$ cat src/rtl/uart_rx_param.sv
// Parametrised UART receiver: configurable divider, oversampling, width, parity and stop bits,
// mid-bit sampling on an oversample tick, single-entry valid/ready output register.
//
// state  | meaning
// IDLE   | waiting for a falling edge on rx_s (needs rx_en and armed)
// START  | confirming the start bit at its midpoint
// DATA   | sampling DATA_BITS data bits, LSB first
// PARITY | sampling the parity bit
// STOP   | sampling stop bits; commits on the last one
module uart_rx_param #(
    parameter int CLK_DIV    = 78,
    parameter int OVERSAMPLE = 16,
    parameter int DATA_BITS  = 8,
    parameter int PARITY     = 0,
    parameter int STOP_BITS  = 1
) (
    input  logic                 hwclk,
    input  logic                 reset_n,
    input  logic                 rx,
    input  logic                 rx_en,
    output logic [DATA_BITS-1:0] rxbyte,
    output logic                 rxvalid,
    input  logic                 rxready,
    output logic                 frame_err,
    output logic                 parity_err,
    output logic                 overrun,
    output logic                 busy
);

    localparam int CW = $clog2(CLK_DIV);
    localparam int SW = $clog2(OVERSAMPLE);
    localparam int BW = $clog2(DATA_BITS);

    localparam logic [CW-1:0] TICK_LAST  = CW'(CLK_DIV - 1);
    localparam logic [SW-1:0] MID_START  = SW'(OVERSAMPLE / 2 - 1);
    localparam logic [SW-1:0] BIT_LAST   = SW'(OVERSAMPLE - 1);
    localparam logic [BW-1:0] DATA_LAST  = BW'(DATA_BITS - 1);
    localparam logic          PAR_TARGET = (PARITY == 1);
    localparam logic          STOP_LAST  = (STOP_BITS == 2);

    localparam logic [2:0] S_IDLE   = 3'd0;
    localparam logic [2:0] S_START  = 3'd1;
    localparam logic [2:0] S_DATA   = 3'd2;
    localparam logic [2:0] S_PARITY = 3'd3;
    localparam logic [2:0] S_STOP   = 3'd4;

    logic [2:0]           state;
    logic                 rx_meta;
    logic                 rx_s;
    logic [CW-1:0]        tcnt;
    logic [SW-1:0]        scnt;
    logic [BW-1:0]        bcnt;
    logic                 stop_idx;
    logic                 armed;
    logic [DATA_BITS-1:0] shreg;
    logic                 ferr;
    logic                 perr;

    logic tick;
    logic start_acc;
    logic samp_mid;
    logic commit;
    logic ferr_final;

    always_ff @(posedge hwclk or negedge reset_n) begin
        if (!reset_n) begin
            rx_meta <= 1'b1;
            rx_s    <= 1'b1;
        end else begin
            rx_meta <= rx;
            rx_s    <= rx_meta;
        end
    end

    always_comb begin
        tick       = (tcnt == TICK_LAST);
        start_acc  = (state == S_IDLE) && rx_en && armed && !rx_s;
        samp_mid   = tick && (scnt == BIT_LAST);
        commit     = (state == S_STOP) && samp_mid && (stop_idx == STOP_LAST);
        ferr_final = ferr | ~rx_s;
    end

    assign busy = (state != S_IDLE);

    // Restarting the divider on start acceptance phase-aligns every tick to the falling edge.
    always_ff @(posedge hwclk or negedge reset_n) begin
        if (!reset_n) begin
            tcnt <= '0;
        end else if (start_acc || tick) begin
            tcnt <= '0;
        end else begin
            tcnt <= tcnt + 1'b1;
        end
    end

    always_ff @(posedge hwclk or negedge reset_n) begin
        if (!reset_n) begin
            state    <= S_IDLE;
            scnt     <= '0;
            bcnt     <= '0;
            stop_idx <= 1'b0;
            armed    <= 1'b1;
            shreg    <= '0;
            ferr     <= 1'b0;
            perr     <= 1'b0;
        end else begin
            case (state)
                S_IDLE: begin
                    if (rx_s) begin
                        armed <= 1'b1;
                    end
                    if (start_acc) begin
                        state    <= S_START;
                        scnt     <= '0;
                        bcnt     <= '0;
                        stop_idx <= 1'b0;
                        armed    <= 1'b0;
                        ferr     <= 1'b0;
                        perr     <= 1'b0;
                    end
                end
                S_START: begin
                    if (tick) begin
                        if (scnt == MID_START) begin
                            scnt  <= '0;
                            state <= rx_s ? S_IDLE : S_DATA;
                        end else begin
                            scnt <= scnt + 1'b1;
                        end
                    end
                end
                S_DATA: begin
                    if (samp_mid) begin
                        shreg <= {rx_s, shreg[DATA_BITS-1:1]};
                        scnt  <= '0;
                        bcnt  <= bcnt + 1'b1;
                        if (bcnt == DATA_LAST) begin
                            state <= (PARITY != 0) ? S_PARITY : S_STOP;
                        end
                    end else if (tick) begin
                        scnt <= scnt + 1'b1;
                    end
                end
                S_PARITY: begin
                    if (samp_mid) begin
                        perr  <= ((^shreg) ^ rx_s) != PAR_TARGET;
                        scnt  <= '0;
                        state <= S_STOP;
                    end else if (tick) begin
                        scnt <= scnt + 1'b1;
                    end
                end
                S_STOP: begin
                    if (samp_mid) begin
                        ferr     <= ferr_final;
                        scnt     <= '0;
                        stop_idx <= 1'b1;
                        if (stop_idx == STOP_LAST) begin
                            state <= S_IDLE;
                        end
                    end else if (tick) begin
                        scnt <= scnt + 1'b1;
                    end
                end
                default: state <= S_IDLE;
            endcase
        end
    end

    // A commit while an unaccepted word is held drops the new frame instead of overwriting.
    always_ff @(posedge hwclk or negedge reset_n) begin
        if (!reset_n) begin
            rxbyte     <= '0;
            rxvalid    <= 1'b0;
            frame_err  <= 1'b0;
            parity_err <= 1'b0;
            overrun    <= 1'b0;
        end else begin
            overrun <= 1'b0;
            if (commit) begin
                if (rxvalid && !rxready) begin
                    overrun <= 1'b1;
                end else begin
                    rxbyte     <= shreg;
                    frame_err  <= ferr_final;
                    parity_err <= perr;
                    rxvalid    <= 1'b1;
                end
            end else if (rxvalid && rxready) begin
                rxvalid <= 1'b0;
            end
        end
    end

endmodule
$ cat config.mk
export PLATFORM = sky130hd
export DESIGN_NAME = uart_rx_param
export DESIGN_NICKNAME = d
export VERILOG_FILES = /design/src/rtl/uart_rx_param.sv
export SDC_FILE = /design/constraint.sdc
export NUM_CORES = 1
export LEC_CHECK = 0
export CAP_MARGIN = 20
export CORE_UTILIZATION = 61
export DETAILED_ROUTE_END_ITERATION = 10
export PLACE_DENSITY = 0.91
export SLEW_MARGIN = 30
export SYNTH_ARGS = -nofsm -noshare
export SYNTH_HDL_FRONTEND = slang
export SYNTH_SLANG_ARGS = --single-unit
$ cat constraint.sdc
create_clock -name hwclk -period 4.8 [get_ports hwclk]
set_input_delay 0.96 -clock hwclk [delete_from_list [all_inputs] [get_ports hwclk]]
set_output_delay 0.96 -clock hwclk [all_outputs]
set_load 0.01 [all_outputs]
==> reports/metrics.json, run 1 <==
{
  "grt.total_usage_pct": 25.6,
  "first_pass_drt_iterations": 4,
  "gr-usage-met1_pct": 33.3,
  "synth_edf_count": 0,
  "floorplan.die_area_um2": 3560,
  "regToRegEndpoint": "rxbyte[6]",
  "startpoint_type": "flip-flop",
  "fin_util_pct": 75.1,
  "clock_power_share_pct": 27.4,
  "post_cts.resized_instances": 0,
  "total_power_density_per_cell_area_nw_per_um2": 364,
  "ys_seq_elements": 43,
  "die-height_um": 59.7,
  "synthTopCellsByArea": "dfrtp_1 (49%), mux2_2 (7.2%), xnor2_1 (5.2%)",
  "timing.hold.worst_path_depth": 0,
  "clock_latency_ns": 0.37,
  "clkSinkCount": 43,
  "cp.required_ns": 3.84,
  "die_w_um": 59.7,
  "clkSlewWorstSetupHoldPaths_ns": 0.15,
  "finClkSkew_ns": 0.0224,
  "dr.first_iter.drc_count": 66,
  "globalRoute.busiestLayer": "met2",
  "grt_setup_unrepaired": "false",
  "synth-warning-count": 0,
  "timing.max_cap.violations": 0,
  "cts_made_buffers": 5,
  "postSynthAreaPerCell_um2": 11.9,
  "place.detailed.instances": 227,
  "sequentialPowerShare_pct": 56.1,
  "final_period_minus_worst_setup_slack_ns": 2.89,
  "vdd_drop_max_uv": 372,
  "worst-r2r-cell-count": 6,
  "cts_max_level": 2,
  "critPathArrivalTime_ns": 1.93,
  "design.core.area_um2": 3100,
  "synth_largest_area_cell": "dfrtp_1",
  "switching_share_pct": 29.4,
  "finish.instance_area_um2": 2330,
  "launch_instance_of_the_worst_register_to_register_path": "scnt[0]",
  "outcome": "finished, final reports clean",
  "worstHoldPathType": "flip-flop to flip-flop",
  "antenna-diode-count": 0,
  "area_delta_synth_final_pct": 14.7,
  "yosysTopAreaCellShare_pct": 49.3,
  "cp_top_family": "buffers and inverters",
  "end_kind": "output pin",
  "synthArstFlopShare_pct": 100,
  "synth_flop_cell": "dfrtp_1",
  "worstPathCellList": "nor3_1, inv_1, clkdlybuf4s50_1",
  "cp_slowest_cell": "dfrtp_1",
  "gp_congestion": 0.869,
  "internal-power_mw": 0.599,
  "route.detailed.vias_per_inst": 5.76,
  "dp_hpwl_um": 2730,
  "post-synth-top-count-cell": "dfrtp_1",
  "met2_usage_pct": 40.6,
  "final_antenna_net_count": 0,
  "dpl-instance-area_um2": 2250,
  "fin_cells": 235,
  "fin_tns_setup_ns": 0,
  "clock_tree.root_cell": "clkbuf_4",
  "max_slew_headroom_pct": 48.3,
  "final.setup.worst_slack_ns": 1.91,
  "critical_path.n_buffers_inverters": 2,
  "maxSlewViolCount": 0,
  "layout_worst_path_cycle_share_pct": 60.1,
  "fmaxAchievable_mhz": 347,
  "post_route_cells_drive_above_1_share_pct": 19.9,
  "cts_hold_repair.buffers": 0,
  "worst_path_largest_cell_delay_ns": 0.56,
  "cts_buffer_depth": 2,
  "reg2reg_setup_slack_ns": 2.39,
  "grtUsageMet3_pct": 6.71,
  "final_hold_viol_count": 0,
  "worst_pin_slew_ns": 0.756,
  "share_comb_of_total_power_pct": 16.5,
  "globalRouteOverflowTotal": 0,
  "number_of_global_route_vias_before_repair": 1352,
  "synthesis.instances": 170,
  "drt_drc_violations_left": 0,
  "hold_end": "rx_s",
  "fin_nets": 200,
  "p_total_mw": 0.848,
  "number_of_antenna_violations_at_the_first_check_in_global_routing": 0,
  "yosysSeqAreaShare_pct": 53.2,
  "initial_core_util_pct": 65.4,
  "worstHoldStart": "rx_meta",
  "io_buffer_count": 17,
  "synth.top_cells.by_count": "dfrtp_1 (40), mux2_2 (13), nand2_1 (13), nor2_1 (13), xnor2_1 (12)",
  "finalSetupViolations": 0,
  "average_wire_per_cell_in_the_routed_design_um": 16.2,
  "worst-path-max-fanout": 12,
  "worst_hold_slack_ns": 0.370,
  "io_pins": 18,
  "rows": 20,
  "cts_setup_buffers": 0,
  "syn_nets": 180,
  "post_route_wl_um": 3810,
  "grt_start_max_net_pins": 44,
  "place_ws_ns": 2.06,
  "p_switching_mw": 0.249,
  "netlist_area_um2": 2030,
  "tritoncts": "built",
  "dr_total_vias": 1354,
  "grt_first_pass_wirelength_um": 6410,
  "critical_path_class": "flip-flop to output pin",
  "synth_cell_type_count": 46,
  "power_leakage_nw": 1.06
}
cell usage in the layout (no fill, tap or decap), drive strengths merged, types with 2 or more instances in the layout:
cell	instances
nor2	14
o21ai	10
xnor2	12
ha	5
nand4bb	2
nand3	3
or3	2
nor2b	2
nand2	14
xor2	3
or2	2
clkbuf	5
a22o	4
nand4	2
clkdlybuf4s50	16
dfrtp	40
dfstp	3
mux2	19
clkinv	2
nor3	4
inv	4
nand2b	4
a21oi	2
kinds of logic (layout without fill, tap and decap cells):
logic type | after synthesis | count (layout) | share of synthesized area (%)
flip-flops | 43 | 43 | 53.2
AO/OA/AOI/OAI | 23 | 23 | 7.46
buffers and inverters | 8 | 29 | 1.73
XOR/XNOR | 15 | 15 | 6.47
AND/OR/NAND/NOR | 56 | 56 | 16.1
adder cells (fa/ha/maj) | 5 | 5 | 3.08
multiplexers | 20 | 20 | 12.0
power by group through the flow:
| stage | registers [mW] | clock network (mW) | logic, mW |
|---|---|---|---|
| after floorplan | 0.466 | 0 | 0.109 |
| after global placement | 0.473 | 0 | 0.127 |
| after detailed placement | 0.482 | 0 | 0.142 |
| after CTS | 0.475 | 0.235 | 0.142 |
| after global routing | 0.484 | 0.250 | 0.167 |
| final | 0.475 | 0.232 | 0.140 |
per-layer routing:
metal  share of wire, %  vias up
li1                   -      631
met1                 43      679
met2                 51       39
met3                4.5        5
met4                1.4        0
met5                  0        -
final cells by class:
cell class,instances,area [um2]
fill,229,773
clock buffer,5,37.5
inverter,4,15.0
clock inverter,3,43.8
multi-input combinational,119,931
tap,44,55.1
timing repair buffer,17,168
sequential,43,1080
how the worst max path moves through the flow:
stage              from   endpoint  depth (start not counted)
6_report       state[1]       busy                          3
5_1_grt        state[0]       busy                          3
4_1_cts        state[0]       busy                          3
3_5_place_dp    rxready  rxbyte[6]                          4
3_3_place_gp    rxready  rxbyte[5]                          4
2_1_floorplan     rx_en    scnt[3]                          5
registers in the layout, summed over array words and instances, names as in the netlist:
name	count
armed	1
tcnt	7
rx_s	1
overrun	1
rx_meta	1
bcnt	3
stop_idx	1
frame_err	1
shreg	8
ferr	1
rxbyte	8
scnt	4
state	3
perr	1
rxvalid	1
parity_err	1
Power figures use the tool's default switching activity.
==> run 2: changes to the inputs <==
--- a/config.mk
+++ b/config.mk
@@ -6,9 +6,9 @@
 export NUM_CORES = 1
 export LEC_CHECK = 0
 export CAP_MARGIN = 20
-export CORE_UTILIZATION = 61
+export CORE_UTILIZATION = 56
 export DETAILED_ROUTE_END_ITERATION = 10
-export PLACE_DENSITY = 0.91
+export PLACE_DENSITY = 0.85
 export SLEW_MARGIN = 30
 export SYNTH_ARGS = -nofsm -noshare
 export SYNTH_HDL_FRONTEND = slang
==> constraint.sdc (replaced) <==
create_clock -name hwclk -period 2.8 [get_ports hwclk]
set_input_delay 0.56 -clock hwclk [delete_from_list [all_inputs] [get_ports hwclk]]
set_output_delay 0.56 -clock hwclk [all_outputs]
set_load 0.01 [all_outputs]
==> run 2 against run 1 <==
Cell area is 0.81% lower. Count of clock-buffer cells in the layout unchanged. Sequential power rose by 71%. Via count decreased by 0.30%. Final cell count rose by 1.3%. Die area up 8.6%.
==> reports/metrics.json, run 2 (synthesized netlist as in run 1, its figures left out) <==
{
  "outcome": {"value": "finished, final reports clean", "change": "unchanged"},
  "die-height": {"value": 62.2, "unit": "um", "change": "was 59.7 um"},
  "critical_path_class": {"value": "flip-flop to output pin", "change": "unchanged"},
  "area_delta_synth_final": {"value": 13.8, "unit": "%", "change": "was 14.7%"},
  "timing.max_cap.violations": {"value": 0, "change": "unchanged"},
  "number_of_global_route_vias_before_repair": {"value": 1284, "change": "was 1,352"},
  "p_total": {"value": 1.36, "unit": "mW", "change": "was 0.848 mW"},
  "final_antenna_net_count": {"value": 0, "change": "unchanged"},
  "gp_congestion": {"value": 0.803, "change": "was 0.869"},
  "grt_first_pass_wirelength": {"value": 6110, "unit": "um", "change": "was 6410 um"},
  "crit_path_start": {"value": "state[0]", "change": "was state[1]"},
  "grt_setup_unrepaired": {"value": "false", "change": "unchanged"},
  "clkSinkCount": {"value": 43, "change": "unchanged"},
  "rows": {"value": 21, "change": "was 20"},
  "clock_latency": {"value": 0.36, "unit": "ns", "change": "was 0.37 ns"},
  "worst_path_largest_cell_delay": {"value": 0.55, "unit": "ns", "change": "was 0.56 ns"},
  "clock_power_share": {"value": 22.9, "unit": "%", "change": "was 27.4%"},
  "initial_core_util": {"value": 59.5, "unit": "%", "change": "was 65.4%"},
  "route.detailed.vias_per_inst": {"value": 5.67, "change": "was 5.76"},
  "grt.total_usage": {"value": 20.6, "unit": "%", "change": "was 25.6%"},
  "layout.cells.most_common_list": {"value": "dfrtp_1 (40), clkdlybuf4s50_1 (16), nand2_1 (13), nor2_1 (13), mux2_2 (13)", "change": "unchanged"},
  "worstHoldPathType": {"value": "primary input to asynchronous set/reset pin", "change": "was flip-flop to flip-flop"},
  "startpoint_type": {"value": "flip-flop", "change": "unchanged"},
  "layout_worst_path_cycle_share_pct": 86.6,
  "clock_tree.root_cell": {"value": "clkbuf_4", "change": "unchanged"},
  "grt_start_max_net_pins": {"value": 44, "change": "unchanged"},
  "sequentialPowerShare": {"value": 59.9, "unit": "%", "change": "was 56.1%"},
  "worstPathCellList": {"value": "nor3_1, inv_1, clkdlybuf4s50_1", "change": "unchanged"},
  "post_route_wl": {"value": 3510, "unit": "um", "change": "was 3810 um"},
  "power_leakage": {"value": 1.04, "unit": "nW", "change": "was 1.06 nW"},
  "antenna-diode-count": {"value": 0, "change": "unchanged"},
  "cts_hold_repair.buffers": {"value": 0, "change": "unchanged"},
  "die_w": {"value": 62.2, "unit": "um", "change": "was 59.7 um"},
  "fmaxAchievable_mhz": 413,
  "io_pins": {"value": 18, "change": "unchanged"},
  "fin_tns_setup": {"value": 0, "unit": "ns", "change": "unchanged"},
  "end_kind": {"value": "output pin", "change": "unchanged"},
  "internal-power": {"value": 0.938, "unit": "mW", "change": "was 0.599 mW"},
  "drt_drc_violations_left": {"value": 0, "change": "unchanged"},
  "worst_pin_slew": {"value": 0.650, "unit": "ns", "change": "was 0.756 ns"},
  "clkSlewWorstSetupHoldPaths": {"value": 0.13, "unit": "ns", "change": "was 0.15 ns"},
  "p_switching": {"value": 0.420, "unit": "mW", "change": "was 0.249 mW"},
  "first_pass_drt_iterations": {"value": 4, "change": "unchanged"},
  "dp_hpwl": {"value": 2530, "unit": "um", "change": "was 2730 um"},
  "share_comb_of_total_power": {"value": 17.2, "unit": "%", "change": "was 16.5%"},
  "max_slew_headroom": {"value": 55.6, "unit": "%", "change": "was 48.3%"},
  "launch_instance_of_the_worst_register_to_register_path": {"value": "scnt[0]", "change": "unchanged"},
  "final_period_minus_worst_setup_slack_ns": 2.42,
  "reg.largest.list": {"value": "rxbyte x8, shreg x8, tcnt x7", "change": "unchanged"},
  "cts_buffer_depth": {"value": 2, "change": "unchanged"},
  "globalRouteOverflowTotal": {"value": 0, "change": "unchanged"},
  "average_wire_per_cell_in_the_routed_design": {"value": 14.7, "unit": "um", "change": "was 16.2 um"},
  "floorplan.die_area": {"value": 3870, "unit": "um2", "change": "was 3560 um2"},
  "number_of_antenna_violations_at_the_first_check_in_global_routing": {"value": 0, "change": "unchanged"},
  "cts_made_buffers": {"value": 5, "change": "unchanged"},
  "worst-path-max-fanout": {"value": 15, "change": "was 12"},
  "tritoncts": {"value": "built", "change": "unchanged"},
  "cp_slowest_cell": {"value": "dfrtp_1", "change": "unchanged"},
  "leading_cell_type_in_the_layout_fill_and_taps_excluded": {"value": "dfrtp_1", "change": "unchanged"},
  "maxSlewViolCount": {"value": 0, "change": "unchanged"},
  "cp.required": {"value": 2.24, "unit": "ns", "change": "was 3.84 ns"},
  "cts_setup_buffers": {"value": 0, "change": "unchanged"},
  "switching_share": {"value": 30.9, "unit": "%", "change": "was 29.4%"},
  "critPathArrivalTime": {"value": 1.86, "unit": "ns", "change": "was 1.93 ns"},
  "io_buffer_count": {"value": 17, "change": "unchanged"},
  "design.core.area": {"value": 3420, "unit": "um2", "change": "was 3100 um2"},
  "finalSetupViolations": {"value": 0, "change": "unchanged"},
  "fin_nets": {"value": 201, "change": "was 200"},
  "finClkSkew": {"value": 0.00685, "unit": "ns", "change": "was 0.0224 ns"},
  "dr_total_vias": {"value": 1350, "change": "was 1,354"},
  "total_power_density_per_cell_area": {"value": 588, "unit": "nW/um2", "change": "was 364 nW/um2"},
  "vdd_drop_max": {"value": 390, "unit": "uV", "change": "was 372 uV"},
  "final_hold_viol_count": {"value": 0, "change": "unchanged"},
  "post_route_cells_drive_above_1_share": {"value": 20.3, "unit": "%", "change": "was 19.9%"},
  "cts_max_level": {"value": 2, "change": "unchanged"},
  "post_cts.resized_instances": {"value": 0, "change": "unchanged"},
  "dr.first_iter.drc_count": {"value": 50, "change": "was 66"}
}
[run 2: final cells by class]
| type | count | area [um2] |
|---|---|---|
| Fill cell | 262 | 1100 |
| Sequential cell | 43 | 1080 |
| Clock buffer | 5 | 37.5 |
| Tap cell | 46 | 57.6 |
| Timing Repair Buffer | 18 | 175 |
| Inverter | 4 | 15.0 |
| Clock inverter | 3 | 23.8 |
| Multi-Input combinational cell | 119 | 922 |
[run 2: metrics by stage]
step                setup slack, ns  cells  util (%)  hold WS, ns  area, um2
CTS                           0.377    238      67.6        0.339       2310
detailed placement            0.511    230      65.8        0.347       2250
global route                  0.279    238      67.7        0.185       2310
finish                        0.377    238      67.7        0.153       2310
global placement              0.657    230      65.8        0.346       2250
floorplan                     0.873    170         -        0.264       2030
[run 2: path summary, 6_finish.rpt]
kind,endpoint,slack (ns),depth (start not counted)
setup / recovery,busy,0.38,3
hold / removal,tcnt[2],0.15,1
setup reg to reg,shreg[6],0.61,6
hold reg to reg,rx_s,0.37,0
max in group asynchronous,rx_meta,2.28,1
min in group hwclk,rx_s,0.37,0
[run 2: per-layer routing]
metal,up-vias,global-route usage (%),share of wire [%]
met5,-,0,0
met4,0,6.69,1.4
met3,6,5.70,4.5
met2,34,33.8,49
met1,670,26.4,45
li1,640,-,-
[run 2: worst max-delay path, delay by kind of cell (launching register included)]
family	cells	cell delay (ns)
simple gates	1	0.39
buf+inv	2	0.56
flops	1	0.55
[run 2: power groups by stage]
stage | Sequential [mW] | Combinational (mW) | Clock, mW
finish | 0.813 | 0.233 | 0.311
global route | 0.829 | 0.265 | 0.342
CTS | 0.812 | 0.236 | 0.319
detailed placement | 0.825 | 0.235 | 0
global placement | 0.815 | 0.223 | 0
floorplan | 0.798 | 0.187 | 0
==> run 3: changes to the inputs <==
--- a/config.mk
+++ b/config.mk
@@ -6,8 +6,10 @@
 export NUM_CORES = 1
 export LEC_CHECK = 0
 export CAP_MARGIN = 20
-export CORE_UTILIZATION = 56
+export CORE_ASPECT_RATIO = 0.75
+export CORE_UTILIZATION = 62
 export DETAILED_ROUTE_END_ITERATION = 10
+export DONT_BUFFER_PORTS = 1
 export PLACE_DENSITY = 0.85
 export SLEW_MARGIN = 30
 export SYNTH_ARGS = -nofsm -noshare
==> run 3 against run 2 <==
Clock power rose by 46%. Sequential power barely moved. Final cell count is 11% lower. Via count fell by 7.0%. Cell area is 5.0% lower. Critical path depth up 3. Worst setup slack better by 0.31 ns. Sequential share of layout area rose by 2.5 points. Critical path type is now flip-flop to flip-flop. Highest routed layer unchanged.
==> reports/metrics.json, run 3 (synthesized netlist as in run 1, its figures left out) <==
{
  "outcome": {"value": "finished, final reports clean", "change": "unchanged"},
  "globalRouteOverflowTotal": {"value": 0, "change": "unchanged"},
  "grt_start_max_net_pins": {"value": 41, "change": "was 44"},
  "startpoint_type": {"value": "flip-flop", "change": "unchanged"},
  "switching_share": {"value": 26.6, "unit": "%", "change": "was 30.9%"},
  "leading_cell_type_in_the_layout_fill_and_taps_excluded": {"value": "dfrtp_1", "change": "unchanged"},
  "antenna-diode-count": {"value": 0, "change": "unchanged"},
  "layout.cells.most_common_list": {"value": "dfrtp_1 (40), nand2_1 (13), nor2_1 (13), mux2_2 (13), xnor2_1 (12)", "change": "was dfrtp_1 (40), clkdlybuf4s50_1 (16), nand2_1 (13), nor2_1 (13), mux2_2 (13)"},
  "sequentialPowerShare": {"value": 54.5, "unit": "%", "change": "was 59.9%"},
  "register_area": {"value": 1080, "unit": "um2", "change": "unchanged"},
  "design.core.area": {"value": 3020, "unit": "um2", "change": "was 3420 um2"},
  "grt.total_usage": {"value": 23.7, "unit": "%", "change": "was 20.6%"},
  "clock_latency": {"value": 0.29, "unit": "ns", "change": "was 0.36 ns"},
  "finalSetupViolations": {"value": 0, "change": "unchanged"},
  "number_of_global_route_vias_before_repair": {"value": 1166, "change": "was 1,284"},
  "post_cts.resized_instances": {"value": 0, "change": "unchanged"},
  "die_w": {"value": 68.1, "unit": "um", "change": "was 62.2 um"},
  "average_wire_per_cell_in_the_routed_design": {"value": 16.6, "unit": "um", "change": "was 14.7 um"},
  "total_power_density_per_cell_area": {"value": 681, "unit": "nW/um2", "change": "was 588 nW/um2"},
  "worst_pin_slew": {"value": 0.639, "unit": "ns", "change": "was 0.650 ns"},
  "worst-path-max-fanout": {"value": 6, "change": "was 15"},
  "timing.max_cap.violations": {"value": 0, "change": "unchanged"},
  "launch_instance_of_the_worst_register_to_register_path": {"value": "scnt[0]", "change": "unchanged"},
  "tritoncts": {"value": "built", "change": "unchanged"},
  "route.detailed.vias_per_inst": {"value": 5.89, "change": "was 5.67"},
  "clock_power_share": {"value": 30.3, "unit": "%", "change": "was 22.9%"},
  "reg.largest.list": {"value": "rxbyte x8, shreg x8, tcnt x7", "change": "unchanged"},
  "fin_nets": {"value": 185, "change": "was 201"},
  "area_delta_synth_final": {"value": 8.07, "unit": "%", "change": "was 13.8%"},
  "final_hold_viol_count": {"value": 0, "change": "unchanged"},
  "initial_core_util": {"value": 67.2, "unit": "%", "change": "was 59.5%"},
  "critical_path_class": {"value": "flip-flop to flip-flop", "change": "was flip-flop to output pin"},
  "cts_buffer_depth": {"value": 2, "change": "unchanged"},
  "cts_setup_buffers": {"value": 0, "change": "unchanged"},
  "worstHoldPathType": {"value": "primary input to asynchronous set/reset pin", "change": "unchanged"},
  "io_buffer_count": {"value": 0, "change": "was 17"},
  "maxSlewViolCount": {"value": 0, "change": "unchanged"},
  "cp.required": {"value": 2.97, "unit": "ns", "change": "was 2.24 ns"},
  "dr_total_vias": {"value": 1255, "change": "was 1,350"},
  "drt_drc_violations_left": {"value": 0, "change": "unchanged"},
  "clock_tree.root_cell": {"value": "clkbuf_8", "change": "was clkbuf_4"},
  "layout_worst_path_cycle_share": {"value": 75.5, "unit": "%", "change": "was 86.6%"},
  "critPathCapture": {"value": "shreg[6]", "change": "was busy"},
  "dr.first_iter.drc_count": {"value": 74, "change": "was 50"},
  "multi_input_area": {"value": 922, "unit": "um2", "change": "unchanged"},
  "finClkSkew": {"value": 0.00894, "unit": "ns", "change": "was 0.00685 ns"},
  "fin_cells": {"value": 213, "change": "was 238"},
  "place.detailed.instances": {"value": 205, "change": "was 230"},
  "final_period_minus_worst_setup_slack": {"value": 2.11, "unit": "ns", "change": "was 2.42 ns"},
  "reg2reg_setup_slack": {"value": 0.69, "unit": "ns", "change": "was 0.61 ns"},
  "internal-power": {"value": 1.10, "unit": "mW", "change": "was 0.938 mW"},
  "num-fill-cells": {"value": 194, "change": "was 262"},
  "fin_tns_setup": {"value": 0, "unit": "ns", "change": "unchanged"},
  "crit_path_start": {"value": "scnt[0]", "change": "was state[0]"},
  "first_pass_drt_iterations": {"value": 4, "change": "unchanged"},
  "post_route_cells_drive_above_1_share": {"value": 21.1, "unit": "%", "change": "was 20.3%"},
  "final_antenna_net_count": {"value": 0, "change": "unchanged"},
  "gp_congestion": {"value": 0.837, "change": "was 0.803"},
  "grt_first_pass_wirelength": {"value": 5760, "unit": "um", "change": "was 6110 um"},
  "p_switching": {"value": 0.397, "unit": "mW", "change": "was 0.420 mW"},
  "share_comb_of_total_power": {"value": 15.2, "unit": "%", "change": "was 17.2%"},
  "power_leakage": {"value": 1.02, "unit": "nW", "change": "was 1.04 nW"},
  "io_pins": {"value": 18, "change": "unchanged"},
  "grt_setup_unrepaired": {"value": "false", "change": "unchanged"},
  "post_route_wl": {"value": 3550, "unit": "um", "change": "was 3510 um"},
  "floorplan.die_area": {"value": 3510, "unit": "um2", "change": "was 3870 um2"},
  "end_kind": {"value": "flip-flop", "change": "was output pin"},
  "rows": {"value": 17, "change": "was 21"},
  "number_of_antenna_violations_at_the_first_check_in_global_routing": {"value": 0, "change": "unchanged"},
  "cts_hold_repair.buffers": {"value": 1, "change": "was 0"},
  "clkSinkCount": {"value": 43, "change": "unchanged"},
  "critPathArrivalTime": {"value": 2.28, "unit": "ns", "change": "was 1.86 ns"},
  "clkSlewWorstSetupHoldPaths": {"value": 0.08, "unit": "ns", "change": "was 0.13 ns"},
  "worst-r2r-cell-count": {"value": 6, "change": "unchanged"},
  "die-height": {"value": 51.6, "unit": "um", "change": "was 62.2 um"},
  "cts_made_buffers": {"value": 5, "change": "unchanged"},
  "cts_max_level": {"value": 2, "change": "unchanged"},
  "regToRegEndpoint": {"value": "shreg[6]", "change": "unchanged"},
  "vdd_drop_max": {"value": 453, "unit": "uV", "change": "was 390 uV"},
  "max_slew_headroom": {"value": 56.3, "unit": "%", "change": "was 55.6%"},
  "dp_hpwl": {"value": 2510, "unit": "um", "change": "was 2530 um"},
  "fmaxAchievable": {"value": 473, "unit": "MHz", "change": "was 413 MHz"}
}
-- run 3: changes by cell type in the layout (fill, tap and decap cells not counted), sizes merged --
cell	change
clkdlybuf4s50	-16
inv	-1
clkinvlp	-2
clkbuf	+1
bufinv	+1
-- run 3: worst min-delay path by stage --
stage	end	slack, ns	depth (start not counted)	start
floorplan	bcnt[0]	0.26	0	reset_n
global placement	scnt[3]	0.27	0	reset_n
detailed placement	rxvalid	0.27	0	reset_n
CTS	armed	0.1	0	reset_n
global route	armed	0.09	0	reset_n
finish	parity_err	0.10	1	reset_n
-- run 3: area by class of cell --
cell class | count | area share (%)
tap | 38 | 2.17
clock buffer | 6 | 3.31
sequential | 43 | 49.2
clock inverter | 1 | 1.37
inverter | 4 | 0.684
timing repair buffer | 2 | 1.25
multi-input combinational | 119 | 42.0
-- run 3: per-layer routing --
metal | GRT usage (%) | wire (um) | vias up
met2 | 32.2 | 1580 | 26
li1 | - | - | 603
met1 | 35.8 | 1770 | 621
met5 | 0 | 0 | -
met3 | 6.14 | 153 | 5
met4 | 9.38 | 41 | 0
-- run 3: critical path, stage by stage (launching register included) --
cell,delay (ns)
dfrtp_1,0.39
ha_1,0.25
nand4_2,0.20
nor2_4,0.17
nand2_2,0.12
or3_1,0.51
mux2_4,0.35
-- run 3: per-stage QoR --
step / hold slack, ns / util [%] / area, um2 / worst slack (ns) / total power, mW
after detailed placement: 0.265 / 68.6 / 2070 / 0.695 / 1.04
after floorplan: 0.264 / - / 2030 / 0.873 / 0.985
after global routing: 0.0853 / 72.7 / 2190 / 0.584 / 1.57
after global placement: 0.266 / 68.6 / 2070 / 0.803 / 1.02
final: 0.100 / 72.7 / 2190 / 0.687 / 1.49
after CTS: 0.0995 / 72.7 / 2190 / 0.682 / 1.50
-- run 3: power groups by stage --
stage / Clock, mW / Combinational [mW] / Sequential (mW)
floorplan: 0 / 0.187 / 0.798
global placement: 0 / 0.204 / 0.816
detailed placement: 0 / 0.217 / 0.825
CTS: 0.458 / 0.232 / 0.813
global route: 0.485 / 0.262 / 0.824
finish: 0.453 / 0.227 / 0.813
